==> config.mk <==
export PLATFORM = sky130hd
export DESIGN_NAME = vram_writer
export DESIGN_NICKNAME = d
export VERILOG_FILES = /design/src/rtl/vram_pkg.sv /design/src/rtl/vram_wfifo.sv /design/src/rtl/vram_writer.sv
export SDC_FILE = /design/constraint.sdc
export NUM_CORES = 1
export LEC_CHECK = 0
export BUFFER_PORTS_ARGS = -buffer_cell sky130_fd_sc_hd__buf_2
export CAP_MARGIN = 40
export CORE_MARGIN = 8
export CORE_UTILIZATION = 60
export CTS_CLUSTER_SIZE = 24
export DETAILED_ROUTE_END_ITERATION = 10
export GPL_ROUTABILITY_DRIVEN = 0
export PLACE_DENSITY = 0.88
export SYNTH_ARGS = -nofsm -noshare
export SYNTH_HDL_FRONTEND = slang
export SYNTH_SLANG_ARGS = --single-unit
==> constraint.sdc <==
create_clock -name clk_sys -period 14.8 [get_ports clk_sys]
set_input_delay 4.44 -clock clk_sys [delete_from_list [all_inputs] [get_ports clk_sys]]
set_output_delay 4.44 -clock clk_sys [all_outputs]
set_load 0.05 [all_outputs]
==> src/rtl/vram_pkg.sv <==
// Shared screen-bank constants, VRAM write record and the CPU/loader page decode
// used by both the VRAM writer and the video block.
package vram_pkg;

    localparam logic [2:0] SCR_BANK0 = 3'd5;
    localparam logic [2:0] SCR_BANK1 = 3'd7;

    typedef struct packed {
        logic [14:0] addr;
        logic [7:0]  data;
    } vram_wr_t;

    typedef struct packed {
        logic        hit;
        logic [14:0] addr;
    } vram_map_t;

    function automatic vram_map_t cpu_map(input logic [15:0] addr, input logic m128,
                                          input logic [2:0] page_ram);
        vram_map_t m;
        m.hit  = 1'b0;
        m.addr = {1'b0, addr[13:0]};
        if (addr[15:14] == 2'b01) begin
            m.hit = 1'b1;
        end else if (addr[15:14] == 2'b11 && m128) begin
            if (page_ram == SCR_BANK0) begin
                m.hit = 1'b1;
            end else if (page_ram == SCR_BANK1) begin
                m.hit     = 1'b1;
                m.addr[14] = 1'b1;
            end
        end
        return m;
    endfunction

    function automatic vram_map_t ld_map(input logic [16:0] ld_addr);
        vram_map_t m;
        m.hit  = (ld_addr[16:14] == SCR_BANK0) || (ld_addr[16:14] == SCR_BANK1);
        m.addr = {ld_addr[16:14] == SCR_BANK1, ld_addr[13:0]};
        return m;
    endfunction

endpackage

==> src/rtl/vram_wfifo.sv <==
// Generic synchronous FIFO of VRAM write records; the caller guarantees it never
// pushes into a full FIFO unless it pops in the same cycle.
module vram_wfifo
    import vram_pkg::*;
#(
    parameter int unsigned DEPTH = 4
) (
    input  logic                   clk_sys,
    input  logic                   reset,
    input  logic                   i_push,
    input  vram_wr_t               i_wr,
    input  logic                   i_pop,
    output vram_wr_t               o_head,
    output logic [$clog2(DEPTH):0] o_count
);

    localparam int unsigned AW = $clog2(DEPTH);

    vram_wr_t               r_mem [DEPTH];
    logic [AW-1:0]          r_wptr;
    logic [AW-1:0]          r_rptr;
    logic [AW:0]            r_count;

    always_ff @(posedge clk_sys) begin
        if (reset) begin
            for (int i = 0; i < int'(DEPTH); i++) begin
                r_mem[i] <= '0;
            end
            r_wptr  <= '0;
            r_rptr  <= '0;
            r_count <= '0;
        end else begin
            if (i_push) begin
                r_mem[r_wptr] <= i_wr;
                r_wptr        <= r_wptr + 1'b1;
            end
            if (i_pop) begin
                r_rptr <= r_rptr + 1'b1;
            end
            if (i_push && !i_pop) begin
                r_count <= r_count + 1'b1;
            end else if (i_pop && !i_push) begin
                r_count <= r_count - 1'b1;
            end
        end
    end

    assign o_head  = r_mem[r_rptr];
    assign o_count = r_count;

endmodule

==> src/rtl/vram_writer.sv <==
// Snoops CPU and loader writes, keeps screen-bank bytes and queues them toward the
// single VRAM write port.
module vram_writer
    import vram_pkg::*;
#(
    parameter int unsigned DEPTH = 4
) (
    input  logic        clk_sys,
    input  logic        reset,
    input  logic [15:0] addr,
    input  logic [7:0]  din,
    input  logic        nMREQ,
    input  logic        nWR,
    input  logic        nRFSH,
    input  logic        m128,
    input  logic [2:0]  page_ram,
    input  logic        ld_wr,
    input  logic [16:0] ld_addr,
    input  logic [7:0]  ld_data,
    output logic        ld_wait,
    output logic        vram_req,
    input  logic        vram_ack,
    output logic [14:0] vram_waddr,
    output logic [7:0]  vram_wdata,
    output logic        overflow
);

    localparam int unsigned CW = $clog2(DEPTH) + 1;

    logic        r_wc_q;
    logic        r_overflow;
    logic        w_wc;
    logic        w_cpu_cap;
    vram_map_t   w_cpu_map;
    vram_map_t   w_ld_map;
    logic        w_cpu_req;
    logic        w_cpu_push;
    logic        w_cpu_drop;
    logic        w_ld_push;
    logic        w_ld_wait;
    logic        w_full;
    logic        w_pop;
    logic        w_push;
    vram_wr_t    w_wr;
    vram_wr_t    w_head;
    logic [CW-1:0] w_count;

    assign w_wc      = ~nMREQ & ~nWR & nRFSH;
    // Rising edge of the write strobe only, so a long nWR yields a single capture.
    assign w_cpu_cap = w_wc & ~r_wc_q & ~reset;
    assign w_cpu_map = cpu_map(addr, m128, page_ram);
    assign w_ld_map  = ld_map(ld_addr);

    assign w_full     = (w_count == CW'(DEPTH));
    assign w_pop      = vram_req & vram_ack;
    assign w_cpu_req  = w_cpu_cap & w_cpu_map.hit;
    assign w_cpu_push = w_cpu_req & (~w_full | w_pop);
    assign w_cpu_drop = w_cpu_req & w_full & ~w_pop;

    // The loader stops one entry short of full so a CPU write always has room.
    assign w_ld_wait = w_cpu_cap | (w_count >= CW'(DEPTH - 1));
    assign w_ld_push = ld_wr & ~w_ld_wait & w_ld_map.hit;

    assign w_push = w_cpu_push | w_ld_push;
    assign w_wr   = w_cpu_cap ? '{addr: w_cpu_map.addr, data: din}
                              : '{addr: w_ld_map.addr, data: ld_data};

    always_ff @(posedge clk_sys) begin
        if (reset) begin
            r_wc_q     <= 1'b1;
            r_overflow <= 1'b0;
        end else begin
            r_wc_q <= w_wc;
            if (w_cpu_drop) begin
                r_overflow <= 1'b1;
            end
        end
    end

    vram_wfifo #(
        .DEPTH (DEPTH)
    ) u_fifo (
        .clk_sys (clk_sys),
        .reset   (reset),
        .i_push  (w_push),
        .i_wr    (w_wr),
        .i_pop   (w_pop),
        .o_head  (w_head),
        .o_count (w_count)
    );

    assign ld_wait    = w_ld_wait;
    assign vram_req   = (w_count != '0);
    assign vram_waddr = w_head.addr;
    assign vram_wdata = w_head.data;
    assign overflow   = r_overflow;

endmodule

# After elaboration in Yosys (flattened, before gate mapping)

Memory sizes are Yosys's and may differ from the RTL's. A register that Yosys moved wholly into a read port is not among the register bits.
Index checks and enable logic that the tools add are counted.

$add $sub $neg: 4
Multiply operators: 0
Divide/modulo/power cells: 0
Magnitude comparators: 1
Eq/ne operators: 7
Shift-type cells: 0
Muxes and demuxes: 19
Bitwise logic cells: 21
Reductions and logical operators: 9

Operator list:

| kind                | count |
|---|---|
| $mux 23             | 2 |
| $reduce_or 23->1    | 1 |
| $eq 3x3->1 const B  | 5 |
| $and 1x1->1         | 11 |
| $mux 1              | 10 |
| $mux 2              | 5 |
| $not 1->1           | 7 |
| $mux 3              | 2 |
| $add 2x1->2 const B | 2 |
| $add 3x1->3 const B | 1 |
| $ge 3x2->1 const B  | 1 |
| $logic_and 1x1->1   | 3 |
| $or 1x1->1          | 3 |
| $reduce_bool 3->1   | 1 |
| $sub 3x1->3 const B | 1 |
| $eq 2x1->1 const B  | 1 |
| $eq 2x2->1 const B  | 1 |
| $logic_not 1->1     | 2 |
| $reduce_bool 2->1   | 1 |
| $logic_or 1x1->1    | 1 |

Register bits after elaboration: 9
Bits in latches: 0
Memory bits (writable): 92
Memory bits (read-only): 0
Output and inout bits: 26
Memories kept: 1

Memories:

| memory       | words | bits a word | read ports | clocked after Yosys merged registers in | write ports | RTL line         | source |
|---|---|---|---|---|---|---|---|
| u_fifo.r_mem | 4     | 23          | 1          | 1                                       | 4           | vram_wfifo.sv:19 | `vram_wr_t r_mem [DEPTH];` |

# Longest topological paths before layout

Depth after elaboration: 15
Gate-level depth with buffers: 12
Depth with buffers taken out: 10

# Cells and area by module

A second synthesis with hierarchy kept.

Cell total of the unflattened synthesis: 310
Area total of the unflattened synthesis: 4,874.7 µm²

By module, submodules not included:

| module      | times used | cells an instance | area an instance (µm²) |
|---|---|---|---|
| vram_wfifo  | 1          | 264               | 4,376.7 |
| vram_writer | 1          | 46                | 498.0 |

# Worst setup path before layout

No wires, ideal clock.

Kind: input -> output
From: input nMREQ
To: output ld_wait
Arrival time: 5.799 ns
Required time: 10.360 ns
Slack: 4.561 ns
Stages on the path: 5
Path buffers: 2
Cell sequence: or3b_4 > or2_2 > buf_6 > buf_6 > nand2_1

Longest elaborated chain between the ends: 6

RTL lines:

| element                  | RTL line          | source |
|---|---|---|
| start, declared          | vram_writer.sv:12 | `input logic nMREQ,` |
| $not 1->1                | vram_writer.sv:48 | `assign w_wc = ~nMREQ & ~nWR & nRFSH;` |
| $and 1x1->1 (2 in a row) | vram_writer.sv:48 |  |
| $and 1x1->1 (2 in a row) | vram_writer.sv:50 | `assign w_cpu_cap = w_wc & ~r_wc_q & ~reset;` |
| $or 1x1->1               | vram_writer.sv:61 | `assign w_ld_wait = w_cpu_cap \| (w_count >= CW'(DEPTH - 1));` |
| end, declared            | vram_writer.sv:20 | `output logic ld_wait,` |

Every way passes these cells.

# Worst setup path in the final report

From: input reset
To: output ld_wait

Longest elaborated chain between the ends: 3

RTL lines:

| element         | RTL line          | source |
|---|---|---|
| start, declared | vram_writer.sv:9  | `input logic reset,` |
| $not 1->1       | vram_writer.sv:50 |  |
| $and 1x1->1     | vram_writer.sv:50 |  |
| $or 1x1->1      | vram_writer.sv:61 |  |

Every way passes these cells.

==> parameters.txt <==
Parameter                              Value

Status
  Outcome ... complete, no violations

Critical path
  FF-to-FF setup slack ... between 10 and 15 ns
  Crit path launch type ... input port
  Longest individual stage delay on the worst path ... 0.73 ns
  CP Max Fanout ... 40
  Category of the most critical setup path ... input port to output pin
  CP max stage cell ... sky130_fd_sc_hd__or2_2
  Arrival @ worst endpoint ... between 6 and 7 ns
  Crit. End Element ... output pin
  Critical path data required time ... 10.36 ns
  Ordered list of cells on the worst path ... buf_2 > buf_12 > or2_2 > or2_2 > nand2_1 > buf_2
  CP Buf/Inv Count ... 3
  Top Family by Delay on Critical Path ... simple AND/OR/NAND/NOR gates

Synth
  #FFs+latches synth ... 103
  Cell area after technology mapping ... 0.00489 mm^2
  Synth cell types ... 37
  Nets in the synthesized netlist ... around 390
  Synth top area share ... 0.565
  Most instantiated flip-flop cell in the synthesis netlist ... sky130_fd_sc_hd__edfxtp_1
  Top cells by area in the synthesized netlist ... sky130_fd_sc_hd__edfxtp_1 (57%), sky130_fd_sc_hd__mux4_2 (11%), sky130_fd_sc_hd__nor3_1 (5.2%)
  FFs w/ async S/R, synth ... 0
  Synthesis Warnings ... 0
  Synth Instances ... between 300 and 400
  Part of the Yosys area used for sequential elements ... 0.610
  Number of enable flip-flop cells after synthesis ... 92
  Post-Synthesis Mean Instance Area ... 15.0 um^2
  Top cell type by total area after synthesis ... sky130_fd_sc_hd__edfxtp_1

Floorplan
  Initial standard-cell utilization of the core ... 0.607
  Area inside the core boundary ... roughly 0.0081 mm^2
  Die width ... 106 um
  Die height ... ~110 um
  I/O pin total ... 86
  DIE AREA ... approximately 0.011 mm^2
  FP Rows ... 33

Placed design
  DP HPWL ... between 7000 and 8000 um
  Count of port buffers added during placement ... 85
  Cell count after placement ... ~500
  Worst Setup Slack post-DPL ... approximately 4 ns

Clock tree
  Number of buffers inserted during clock tree synthesis ... 9
  Clock tree from TritonCTS ... done
  Buffer cell driving the clock tree root ... sky130_fd_sc_hd__clkbuf_8
  Post-CTS setup buffers ... 0
  Clock insertion delay at the later pin of the skew report ... 0.37 ns
  Total clock sinks ... 103
  Count of H-tree levels built during CTS ... 3
  Maximum clock insertion buffer count ... 2
  Number of gates resized after CTS ... 0
  Clock edge transition at the registers on the reported setup and hold paths ... ~0.090 ns
  Hold-fix buffers, CTS ... 0

STA
  Final setup violation count ... 0
  Min setup slack post-route ... approximately 4 ns
  Max-slew headroom at the worst pin ... 0.393
  Transition at the pin with the smallest max-transition slack ... slightly above 0.9 ns
  Max Slew Vio Count ... 0
  Achievable frequency ... 0.0929 GHz
  Sum of negative setup slack ... 0 ns
  Unrepaired setup endpoints after global routing ... no
  Worst hold slack ... slightly below 0.5 ns
  Hold violation total from the final report ... 0
  Final setup skew ... 0.00982 ns
  Min cycle time layout ... approximately 11 ns
  Share of the cycle needed by the critical path after routing ... 0.728

Finish
  Most common cell after layout, fill and taps aside ... sky130_fd_sc_hd__edfxtp_1
  Layout-stage area growth over the synthesis result ... 17.5%
  Commonest cells after routing, fill and taps aside ... sky130_fd_sc_hd__edfxtp_1 (92), sky130_fd_sc_hd__buf_2 (85), sky130_fd_sc_hd__nor3_1 (51)
  Diodes inserted ... 0
  Fraction of final layout cells with drive strength greater than 1 ... 0.425
  NumNets Final ... between 400 and 500
  Cell Count, Final, Fillers Out ... slightly above 500

Routing
  Overall via count from detail_route ... 3,161
  DRC marker count from the first detailed-route iteration ... between 200 and 250
  Routed wire length per instance ... between 20 and 25 um
  Total routed wirelength ... 10,900 um
  Post-route DRC ... 0
  Number of detailed-route iterations in the first pass ... 4
  Detail-routed via count per cell ... 6.15
  Number of routed nets with antenna violations ... 0

Pwr
  Static leakage ... 2.12 nW
  Peak supply drop ... just under 0.1 mV
  Pwr/cell area ... between 100 and 150 mW/mm^2

Flow run
  Max cap viols ... 0

GRT
  Largest net degree at the start of global routing ... 63
  Number of antenna violations at the first check in global routing ... 0
  Global route overflow ... 0
  Via count of the first global-routing pass ... 3,389
  Tot GR Track Use ... 0.199
  First-pass GRT wire length ... ~17,000 um

Hold path
  Worst hold path class ... flop to flop
==> through the flow <==
| stage | util | instance area [um^2] | power [mW] |
|---|---|---|---|
| 2_1_floorplan | - | 4890 | 0.544 |
| 3_3_place_gp | 0.665 | 5360 | 0.591 |
| 3_5_place_dp | 0.685 | 5520 | 0.611 |
| 4_1_cts | 0.713 | 5740 | 0.806 |
| 5_1_grt | 0.713 | 5740 | 0.829 |
| 6_report | 0.713 | 5740 | 0.802 |
==> worst reg2reg max path, stage by stage (launching register included) <==
cell and delay, ns:
sky130_fd_sc_hd__dfxtp_1 0.31, sky130_fd_sc_hd__or2_2 0.34, sky130_fd_sc_hd__a2111oi_4 0.49, sky130_fd_sc_hd__a21oi_4 0.09, sky130_fd_sc_hd__buf_4 0.27, sky130_fd_sc_hd__buf_16 0.26
sky130_fd_sc_hd__o31ai_4 0.60, sky130_fd_sc_hd__buf_4 0.38
==> layout make-up <==
| type | count | area (um^2) |
|---|---|---|
| Clock buffer | 9 | 124 |
| Clock inverter | 7 | 104 |
| Fill cell | 512 | 2310 |
| Inverter | 7 | 26.3 |
| Multi-Input combinational cell | 186 | 1750 |
| Sequential cell | 103 | 2980 |
| Tap cell | 105 | 131 |
| Timing Repair Buffer | 97 | 623 |
==> per-layer routing <==
| metal | GRT usage | vias up | part of all wire |
|---|---|---|---|
| li1 | - | 1458 | - |
| met1 | 0.236 | 1521 | 0.37 |
| met2 | 0.336 | 157 | 0.52 |
| met3 | 0.0369 | 25 | 0.077 |
| met4 | 0.111 | 0 | 0.031 |
| met5 | 0 | - | 0 |
==> cell usage after synthesis, types with 2 or more instances <==
master                     count
sky130_fd_sc_hd__nor3_2       19
sky130_fd_sc_hd__or3_1         2
sky130_fd_sc_hd__buf_2         5
sky130_fd_sc_hd__nor2_1        8
sky130_fd_sc_hd__nor4_1       24
sky130_fd_sc_hd__o21ai_0       2
sky130_fd_sc_hd__or2_2         2
sky130_fd_sc_hd__dfxtp_1      11
sky130_fd_sc_hd__mux4_2       23
sky130_fd_sc_hd__edfxtp_1     92
sky130_fd_sc_hd__nand3_1       5
sky130_fd_sc_hd__o31ai_1       2
sky130_fd_sc_hd__inv_1         7
sky130_fd_sc_hd__xor2_1        4
sky130_fd_sc_hd__nand2_1       4
sky130_fd_sc_hd__buf_1         2
sky130_fd_sc_hd__a21oi_1       3
sky130_fd_sc_hd__clkbuf_1     16
sky130_fd_sc_hd__mux2i_2       9
sky130_fd_sc_hd__mux2i_1      14
sky130_fd_sc_hd__nor3_1       51
sky130_fd_sc_hd__buf_6         6
==> where the power goes <==
group          switching [mW]  internal, mW
combinational           0.161        0.0867
clock                   0.100        0.0976
sequential             0.0187         0.337
total                   0.280         0.521
==> sequential cells by signal, indices dropped and copies added, names as in the netlist, named ones only <==
register,cells
u_fifo.o_count,3
r_wc_q,1
u_fifo.r_rptr,2
overflow,1
u_fifo.r_wptr,2
u_fifo.r_mem,92
==> worst paths after layout <==
path / startpoint / end / depth (start not counted)
setup / recovery: reset / ld_wait / 6
hold / removal: overflow$_SDFFE_PP0P_ / overflow$_SDFFE_PP0P_ / 2
setup reg to reg: r_wc_q$_SDFF_PP1_ / u_fifo.r_mem[2][22]$_SDFFCE_PN0P_ / 7
hold reg to reg: overflow$_SDFFE_PP0P_ / overflow$_SDFFE_PP0P_ / 2
==> cells by family after synthesis <==
kind of cell / share of synthesized area
compound gates: 0.0259
fa+ha+maj: 0.00665
xor+xnor: 0.00717
mux: 0.162
simple gates: 0.148
buf+inv: 0.0397
flops: 0.610
Power figures use the tool's default switching activity.
